**config.mk**
```make
export PLATFORM = sky130hd
export DESIGN_NAME = stream_responder
export DESIGN_NICKNAME = d
export VERILOG_FILES = /design/src/rtl/stream_responder.sv
export SDC_FILE = /design/constraint.sdc
export NUM_CORES = 1
export LEC_CHECK = 0
export CELL_PAD_IN_SITES_DETAIL_PLACEMENT = 1
export CELL_PAD_IN_SITES_GLOBAL_PLACEMENT = 1
export CORE_MARGIN = 2
export CORE_UTILIZATION = 43
export CTS_BUF_LIST = sky130_fd_sc_hd__clkbuf_16
export CTS_CLUSTER_SIZE = 8
export DETAILED_ROUTE_END_ITERATION = 12
export GPL_TIMING_DRIVEN = 0
export PLACE_DENSITY_LB_ADDON = 0.1
export REMOVE_ABC_BUFFERS = 1
export SETUP_SLACK_MARGIN = 0.15
export SYNTH_ARGS = -nofsm -noshare
export SYNTH_HDL_FRONTEND = slang
export SYNTH_SLANG_ARGS = --single-unit
```
**constraint.sdc**
```tcl
create_clock -name clk -period 10.68 [get_ports clk]
set_clock_uncertainty 0.2 [all_clocks]
set_input_delay 1.602 -clock clk [delete_from_list [all_inputs] [get_ports clk]]
set_output_delay 1.602 -clock clk [all_outputs]
set_load 0.005 [all_outputs]
```
**src/rtl/stream_responder.sv**
```systemverilog
// stream_responder: round-robin streaming responder between the PE request bus
// and the shared weight/activation buffer.
//
// For each granted PE it streams one filter group (and, for layer 0 with an input
// request, the input activation block) as response beats, then pulses the finish
// outputs for one cycle.
//
// Ports
//   clk, rst                  clock; synchronous active-low reset
//   req_*                     per-PE request valid / filter group / layer
//   filter_beats, input_beats beats per filter group / input block
//   filter_base, input_base   buffer region base addresses
//   mem_rd_*                  buffer read port (data one cycle after mem_rd_en)
//   resp_*                    response beat stream, valid/ready handshake
//   stream_*_finish           one-cycle per-PE completion pulses
module stream_responder #(
    parameter int unsigned NUM_PE  = 4,
    parameter int unsigned F       = 4,
    parameter int unsigned DATA_W  = 16,
    parameter int unsigned K_W     = 6,
    parameter int unsigned LAYER_W = 3,
    parameter int unsigned ADDR_W  = 12,
    parameter int unsigned BEAT_W  = 10,
    localparam int unsigned PE_W   = (NUM_PE > 1) ? $clog2(NUM_PE) : 1
) (
    input  logic                      clk,
    input  logic                      rst,
    input  logic [NUM_PE-1:0]         req_filter_valid,
    input  logic [NUM_PE-1:0]         req_input_valid,
    input  logic [NUM_PE*K_W-1:0]     req_filter_k,
    input  logic [NUM_PE*LAYER_W-1:0] req_layer,
    input  logic [BEAT_W-1:0]         filter_beats,
    input  logic [BEAT_W-1:0]         input_beats,
    input  logic [ADDR_W-1:0]         filter_base,
    input  logic [ADDR_W-1:0]         input_base,
    output logic                      mem_rd_en,
    output logic [ADDR_W-1:0]         mem_rd_addr,
    input  logic [F*DATA_W-1:0]       mem_rd_data,
    output logic                      resp_valid,
    input  logic                      resp_ready,
    output logic [PE_W-1:0]           resp_pe_id,
    output logic                      resp_type,
    output logic [F*DATA_W-1:0]       resp_data,
    output logic                      resp_last,
    output logic [NUM_PE-1:0]         stream_filter_finish,
    output logic [NUM_PE-1:0]         stream_input_finish
);

    localparam int unsigned BeatDataW = F * DATA_W;

    typedef enum logic [2:0] {StIdle, StArb, StRdFilter, StRdInput, StDone} state_e;

    state_e              state_q, state_d;
    logic [PE_W-1:0]     last_served_q, last_served_d;
    logic [PE_W-1:0]     pe_q, pe_d;
    logic [K_W-1:0]      k_q, k_d;
    logic                do_input_q, do_input_d;
    logic [BEAT_W-1:0]   beat_q, beat_d;
    logic                mask_q;

    // Read issued last cycle; its data is on mem_rd_data this cycle.
    logic                inflight_q, inflight_type_q, inflight_last_q;

    logic [BeatDataW-1:0] fifo_data_q [2];
    logic                 fifo_type_q [2];
    logic                 fifo_last_q [2];
    logic                 wr_ptr_q, wr_ptr_d, rd_ptr_q, rd_ptr_d;
    logic [1:0]           count_q, count_d;

    // Arbitration
    logic [NUM_PE-1:0]  req_eff;
    logic               gnt_valid;
    logic [PE_W-1:0]    gnt_idx;
    logic [PE_W-1:0]    cand_idx;
    int                 cand;
    logic [K_W-1:0]     gnt_k;
    logic [LAYER_W-1:0] gnt_layer;

    always_comb begin
        req_eff   = req_filter_valid;
        gnt_valid = 1'b0;
        gnt_idx   = '0;
        cand      = 0;
        cand_idx  = '0;
        // The PE just finished still holds its request for one more cycle.
        if (mask_q) req_eff[last_served_q] = 1'b0;
        for (int i = 1; i <= int'(NUM_PE); i++) begin
            cand     = (int'(last_served_q) + i) % int'(NUM_PE);
            cand_idx = PE_W'(cand);
            if (!gnt_valid && req_eff[cand_idx]) begin
                gnt_valid = 1'b1;
                gnt_idx   = cand_idx;
            end
        end
    end

    assign gnt_k     = req_filter_k[int'(gnt_idx)*K_W +: K_W];
    assign gnt_layer = req_layer[int'(gnt_idx)*LAYER_W +: LAYER_W];

    // Read issue
    logic [BEAT_W-1:0] cur_total;
    logic [1:0]        outstanding;
    logic              rd_state, issue, last_issue, go_input;
    logic [ADDR_W-1:0] k_off, beat_off, rd_addr;

    assign cur_total   = (state_q == StRdInput) ? input_beats : filter_beats;
    assign outstanding = count_q + {1'b0, inflight_q};
    assign rd_state    = (state_q == StRdFilter) || (state_q == StRdInput);
    // Reads are throttled so every issued beat has a FIFO slot under backpressure.
    assign issue       = rd_state && (beat_q < cur_total) && (outstanding < 2'd2);
    assign last_issue  = (beat_q + BEAT_W'(1)) == cur_total;
    assign go_input    = do_input_q && (input_beats != '0);

    assign k_off    = ADDR_W'(k_q) * ADDR_W'(filter_beats);
    assign beat_off = ADDR_W'(beat_q);
    assign rd_addr  = (state_q == StRdInput) ? input_base + beat_off
                                             : filter_base + k_off + beat_off;

    assign mem_rd_en   = issue;
    assign mem_rd_addr = issue ? rd_addr : '0;

    // Response path: FIFO head, or the returning read when the FIFO is empty.
    logic                 fire, push, pop, last_accept;
    logic [BeatDataW-1:0] head_data;
    logic                 head_type, head_last;

    always_comb begin
        head_data = mem_rd_data;
        head_type = inflight_type_q;
        head_last = inflight_last_q;
        if (count_q != '0) begin
            head_data = fifo_data_q[rd_ptr_q];
            head_type = fifo_type_q[rd_ptr_q];
            head_last = fifo_last_q[rd_ptr_q];
        end
    end

    assign resp_valid  = (count_q != '0) || inflight_q;
    assign fire        = resp_valid && resp_ready;
    assign push        = inflight_q && !((count_q == '0) && resp_ready);
    assign pop         = fire && (count_q != '0);
    assign last_accept = fire && (outstanding == 2'd1);

    assign resp_data  = resp_valid ? head_data : '0;
    assign resp_type  = resp_valid ? head_type : 1'b0;
    assign resp_last  = resp_valid ? head_last : 1'b0;
    assign resp_pe_id = resp_valid ? pe_q : '0;

    assign stream_filter_finish = (state_q == StDone) ? (NUM_PE'(1) << pe_q) : '0;
    assign stream_input_finish  = (state_q == StDone && do_input_q) ? (NUM_PE'(1) << pe_q) : '0;

    always_comb begin
        count_d  = count_q;
        wr_ptr_d = wr_ptr_q;
        rd_ptr_d = rd_ptr_q;
        if (push) wr_ptr_d = ~wr_ptr_q;
        if (pop)  rd_ptr_d = ~rd_ptr_q;
        case ({push, pop})
            2'b10:   count_d = count_q + 2'd1;
            2'b01:   count_d = count_q - 2'd1;
            default: count_d = count_q;
        endcase
    end

    // FSM next state
    always_comb begin
        state_d       = state_q;
        last_served_d = last_served_q;
        pe_d          = pe_q;
        k_d           = k_q;
        do_input_d    = do_input_q;
        beat_d        = beat_q;
        unique case (state_q)
            StIdle: state_d = StArb;
            StArb: begin
                if (gnt_valid) begin
                    pe_d       = gnt_idx;
                    k_d        = gnt_k;
                    do_input_d = req_input_valid[gnt_idx] && (gnt_layer == '0);
                    beat_d     = '0;
                    state_d    = (filter_beats == '0) ? StDone : StRdFilter;
                end
            end
            StRdFilter: begin
                if (issue) begin
                    beat_d = beat_q + BEAT_W'(1);
                    // Input reads follow the last filter read without a bubble.
                    if (last_issue && go_input) begin
                        beat_d  = '0;
                        state_d = StRdInput;
                    end
                end
                if (beat_q == cur_total && last_accept) state_d = StDone;
            end
            StRdInput: begin
                if (issue) beat_d = beat_q + BEAT_W'(1);
                if (beat_q == cur_total && last_accept) state_d = StDone;
            end
            StDone: begin
                last_served_d = pe_q;
                state_d       = StArb;
            end
            default: state_d = StIdle;
        endcase
    end

    always_ff @(posedge clk) begin
        if (!rst) begin
            state_q         <= StIdle;
            last_served_q   <= PE_W'(NUM_PE - 1);
            pe_q            <= '0;
            k_q             <= '0;
            do_input_q      <= 1'b0;
            beat_q          <= '0;
            mask_q          <= 1'b0;
            inflight_q      <= 1'b0;
            inflight_type_q <= 1'b0;
            inflight_last_q <= 1'b0;
            wr_ptr_q        <= 1'b0;
            rd_ptr_q        <= 1'b0;
            count_q         <= '0;
            for (int i = 0; i < 2; i++) begin
                fifo_data_q[i] <= '0;
                fifo_type_q[i] <= 1'b0;
                fifo_last_q[i] <= 1'b0;
            end
        end else begin
            state_q         <= state_d;
            last_served_q   <= last_served_d;
            pe_q            <= pe_d;
            k_q             <= k_d;
            do_input_q      <= do_input_d;
            beat_q          <= beat_d;
            mask_q          <= (state_q == StDone);
            inflight_q      <= issue;
            inflight_type_q <= (state_q == StRdInput);
            inflight_last_q <= last_issue;
            wr_ptr_q        <= wr_ptr_d;
            rd_ptr_q        <= rd_ptr_d;
            count_q         <= count_d;
            if (push) begin
                fifo_data_q[wr_ptr_q] <= mem_rd_data;
                fifo_type_q[wr_ptr_q] <= inflight_type_q;
                fifo_last_q[wr_ptr_q] <= inflight_last_q;
            end
        end
    end

endmodule

```
==> out/metrics.cfg <==
[run_status]
status=completed

[setup_path]
critPathMaxFanout=8
path_cells=clkdlybuf4s50_1 -> nand2_1 -> fa_1 -> fa_1 -> inv_1 -> ha_1 -> inv_1 -> fa_1 -> inv_1 -> fa_1 -> a21o_1 -> a21oi_1 -> o21bai_1 -> a2111oi_0 -> or3_1 -> xnor2_1 -> nor2_1 -> a211oi_1 -> clkdlybuf4s50_1
slowest_delay_ns=0.76
worst_ep_arrival_time_ns=6.99
critPathTopFamily=adder cells
critPathKind=in -> out
slowest_stage=clkdlybuf4s50_1
crit_required_ns=8.88
endpoint_kind=primary output
startpoint_type=input pin
cpMostUsedCell=fa_1
path_buf_inv=5

[yosys]
synth_area_leader_cell=edfxtp_1
seq_area_frac_synth_pct=39.4
ys_ff_latch=165
netlist-cell-type-count=73
ys_top_cells_by_area=edfxtp_1 33%, and2_1 8.8%, fa_1 8.1%
synth_edf_count=128
synth_largest_type_area_fraction_pct=33.1
async_flop_share_pct=0
synth_area_um2=11600
syn_inst=1168
yosys_warnings=0
synthFlopType=edfxtp_1
avgSynthCellArea_um2=9.95

[finish]
diodes=0
final_util_pct=56.3
final_area_um2=15000
final_nets=1622
syn_to_final_growth_pct=29.4
drive_above_1_share_pct=4.84

[grt]
grt_antenna_before_repair=0
grt_pass1_vias=10100
overflow=0
grt_pass1_wl_um=51800
track_usage_pct=23.0
grt_max_degree=70

[place]
post_dp_cell_area_um2=14400
dp_hpwl_um=23300
port_buffers=244
gp_congestion=0.843

[drt]
dr.pass1.iters=4
ant_nets=0
wl_per_cell_um=18.3
post-route-drc-count=0
first_iter_violations=496
drt_wl_total_um=31600
via_per_inst=5.42
vias=9357

[floorplanning]
core_area_um2=26700
die_w_um=168
die_area_um2=28400
initial_core_util_pct=43.5
rows=60
io-pin-count=245
dieHeight_um=168

[pwr]
p_leak_nw=5.64
power_density_nw_per_um2=126
ir_drop_v=0.000117

[clock_network]
ctsResizeCount=0
cts_setup_buffers=0
cts_hold_repair.buffers=0
clk-insertion-delay-late_ns=0.43
clock-root-buffer=clkbuf_16
htreeDepth=4
cts_max_path_buffers=2
clkSinkCount=165
cts_buffers=17
path_clk_slew_ns=0.06
cts_tree=done

[timing]
finalSetupTns_ns=0
report.final.slew_viol_count=0
max_freq_mhz=114
rsz0062_at_grt=no
hold_viol_final=0
relSlewSlack_pct=27.7
fin_crit_sh_pct=82.3
post-route-min-period_ns=8.79
worst_slew_pin_slew_ns=1.08
setup_viol=0
fin_hold_ws_ns=0.282

[job]
cap_violations=0

[hold_path]
hold_class=reg -> reg

cells in the final DEF, fill, tap and decap left out, drive strengths merged, types with 7 or more instances in the layout:
master and instances:
fa 47, o22ai 13, edfxtp 128, o21ai 79, nor3 11, and3 7
nand2 71, o21a 7, nand3 78, nand4 8, and2 163, nand2b 7
mux2 8, nor2 44, buf 7, xor2 7, a21oi 29, dfxtp 37
ha 48, mux2i 92, nor4 7, inv 99, clkbuf 17, nor2b 8
a21o 7, clkdlybuf4s50 244, xnor2 40
cell families after synthesis:
family / count (synthesis) / synth area share [%]
xor+xnor: 47 / 3.54
mux: 100 / 8.90
buf+inv: 159 / 5.33
simple gates: 418 / 19.5
compound gates: 184 / 10.0
flops: 165 / 39.4
fa+ha+maj: 95 / 13.3
final timing paths:
| path | slack (ns) | endpoint | cells past startpoint | startpoint |
|---|---|---|---|---|
| min reg2reg | 0.28 | fifo_type_q[1]$_DFF_P_ | 2 | fifo_type_q[1]$_DFF_P_ |
| min | 0.28 | fifo_type_q[1]$_DFF_P_ | 2 | fifo_type_q[1]$_DFF_P_ |
| max | 1.89 | mem_rd_addr[10] | 19 | filter_beats[0] |
| max reg2reg | 6.70 | beat_q[9]$_SDFFE_PN0P_ | 9 | state_q[0]$_SDFFE_PN0P_ |
registers in the layout, summed over array words and instances, names as in the netlist, 3 cells and up, named ones only:
name and cells:
fifo_data_q 128, k_q 6, beat_q 10, state_q 3
cell usage after synthesis, types with 4 or more instances:
master	instances
dfxtp_1	37
xnor2_1	40
nand2b_1	7
buf_1	8
nand2_1	71
a21boi_0	4
o22ai_1	13
a21oi_1	29
o21ai_0	77
a21o_1	7
nor2_1	44
clkbuf_1	51
mux2_2	8
nor4b_1	4
a211oi_1	5
ha_1	48
nand4_1	8
a31oi_1	4
nor3_1	11
inv_1	91
xor2_1	7
and3_1	7
nand3_1	77
and2_1	163
o21a_1	7
mux2i_1	88
nor4_1	6
edfxtp_1	128
fa_1	47
nor2b_1	8
per-stage QoR:
step / total power [mW] / instances / setup slack [ns]
5_1_grt: 1.99 / 1725 / 1.51
6_report: 1.89 / 1725 / 1.89
2_1_floorplan: 1.04 / 1102 / 3.44
3_5_place_dp: 1.24 / 1694 / 1.88
3_3_place_gp: 1.22 / 1687 / -0.0659
4_1_cts: 1.91 / 1725 / 1.88
metal layers:
metal	GRT usage, %	routed length (µm)
met5	0	0
met3	3.31	1190
met4	5.13	462
met2	43.0	16500
met1	27.9	13500
report_power, final:
part	switching, mW	leakage (nW)	internal [mW]	total [mW]
sequential	0.0236	1.62	0.713	0.737
clock	0.271	0.311	0.399	0.670
combinational	0.244	3.70	0.239	0.482
worst min-delay path, delay by kind of cell (launching register included):
family	cells	cell delay (ns)
AND/OR/NAND/NOR	1	0.06
flip-flops	1	0.31
AO/OA/AOI/OAI	1	0.06
area by class of cell:
class | instances | area [µm²]
fill | 2934 | 11700
multi-input combinational | 844 | 6440
sequential | 165 | 4590
timing repair buffer | 251 | 2590
tap | 341 | 427
clock buffer | 17 | 425
inverter | 93 | 352
clock inverter | 14 | 214
Note: power is estimated with default switching activity, not from simulation.
==> patch: new RTL, same settings <==
`BEAT_W`: 10 -> 11.
--- a/src/rtl/stream_responder.sv
+++ b/src/rtl/stream_responder.sv
@@ -20,7 +20,7 @@
     parameter int unsigned K_W     = 6,
     parameter int unsigned LAYER_W = 3,
     parameter int unsigned ADDR_W  = 12,
-    parameter int unsigned BEAT_W  = 10,
+    parameter int unsigned BEAT_W  = 11,
     localparam int unsigned PE_W   = (NUM_PE > 1) ? $clog2(NUM_PE) : 1
 ) (
     input  logic                      clk,
Ports: changed (resized filter_beats and input_beats); port bits go from 245 to 247. No check against the original RTL was run, so the function may have changed too.
==> patch against the original RTL <==
Fmax is essentially flat; synthesized area is 0.76% higher; power is 6.5% higher; sequential cell count rose by 1; final area is 0.74% higher; routed wire length grew 3.2%; worst hold slack lost 9.1 ps; sequential share of layout area is 0.092 points lower; worst setup slack lost 2.2 ps; sequential power is 3.5% higher; largest cell class unchanged; largest power group unchanged.
==> patch: results (changes against the original RTL) <==
- R2R setup slack: 6240 ps (-460 ps)
- Seq. pwr: 763 uW (+3.5%)
- Drt wl/cell: 18.6 um (+1.7%)
- Drt first-iter violations: 541 (+9.1%)
- Post-synth top cells: and2_1 (168), edfxtp_1 (128), inv_1 (94)
- Number of global-route vias before repair: 10100 (+0.63%)
- Top cells by area, synth: edfxtp_1 (33%), and2_1 (9.0%), fa_1 (8.4%)
- Cell count after synthesis: 1189 (+1.8%)
- Seq/Total Area, Yosys: 39.3% (-0.13 points)
- Proportion of layout cells with a drive suffix above 1: 4.75% (-0.089 points)
- Worst Max-Slew Pin Slew: 1040 ps (-40.7 ps)
- M1 WL: 13900 um (+3.4%)
- Detail Placement HPWL: 23900 um (+2.5%)
- M1 GR Usage: 29.3% (+1.4 points)
- First-pass GRT wire length: 52600 um (+1.5%)
- Hold slack: 273 ps (-9.08 ps)
- Detailed route wirelength on metal2: 16800 um (+1.8%)
- Hold Crit Start: fifo_last_q[1]$_DFF_P_
- Leak Pwr: 5.78 nW (+2.6%)
- Filler cells: 2952 (+0.61%)
- Layout net count: 1651 (+1.8%)
- Clock-net power: 606 uW (-9.6%)
- Total track usage: 23.2% (+0.25 points)
- Layout Cells excl Fill: 1751 (+1.5%)
- Setup crit end: mem_rd_addr[11]
- Final worst setup slack: 1890 ps (-2.18 ps)
- Critical path startpoint: filter_beats[1]
- Yosys cell types: 62 (-15%)
- Worst r2r path cells: 10 (+1)
- Internal power: 1.35 mW (-0.35%)
- Status: finished clean
- Critical Path Max Stage Delay: 700 ps (-60 ps)
- GRT met2 Usage: 41.8% (-1.2 points)
- Regs by FF count: fifo_data_q x128, beat_q x11, k_q x6
- Peak supply drop: 0.100 mV (-14%)
==> patch: cell types whose count changed after synthesis, moves of 4 or more <==
cell / before / now
o21ai_0: 77 / 92
xnor2_1: 40 / 28
nand3_1: 77 / 88
nor2_1: 44 / 33
o22ai_1: 13 / 3
nand2_1: 71 / 80
and2_1: 163 / 168
xor2_1: 7 / 12
a31oi_1: 4 / 8
o21a_1: 7 / 3
==> patch: area by class of cell <==
| type | count | share of cell area [%] |
|---|---|---|
| clock inverter | 15 | 1.02 |
| sequential | 166 | 30.4 |
| clock buffer | 17 | 2.81 |
| tap | 341 | 2.82 |
| timing repair buffer | 254 | 17.5 |
| inverter | 94 | 2.34 |
| multi-input combinational | 864 | 43.1 |
==> patch: cells by family after synthesis <==
group                    share of synthesized area, %
AO/OA/AOI/OAI                                    9.41
XOR/XNOR                                         3.38
adder cells (fa/ha/maj)                          13.5
buffers and inverters                            5.17
flip-flops                                       39.3
multiplexers                                     8.44
AND/OR/NAND/NOR                                  20.8
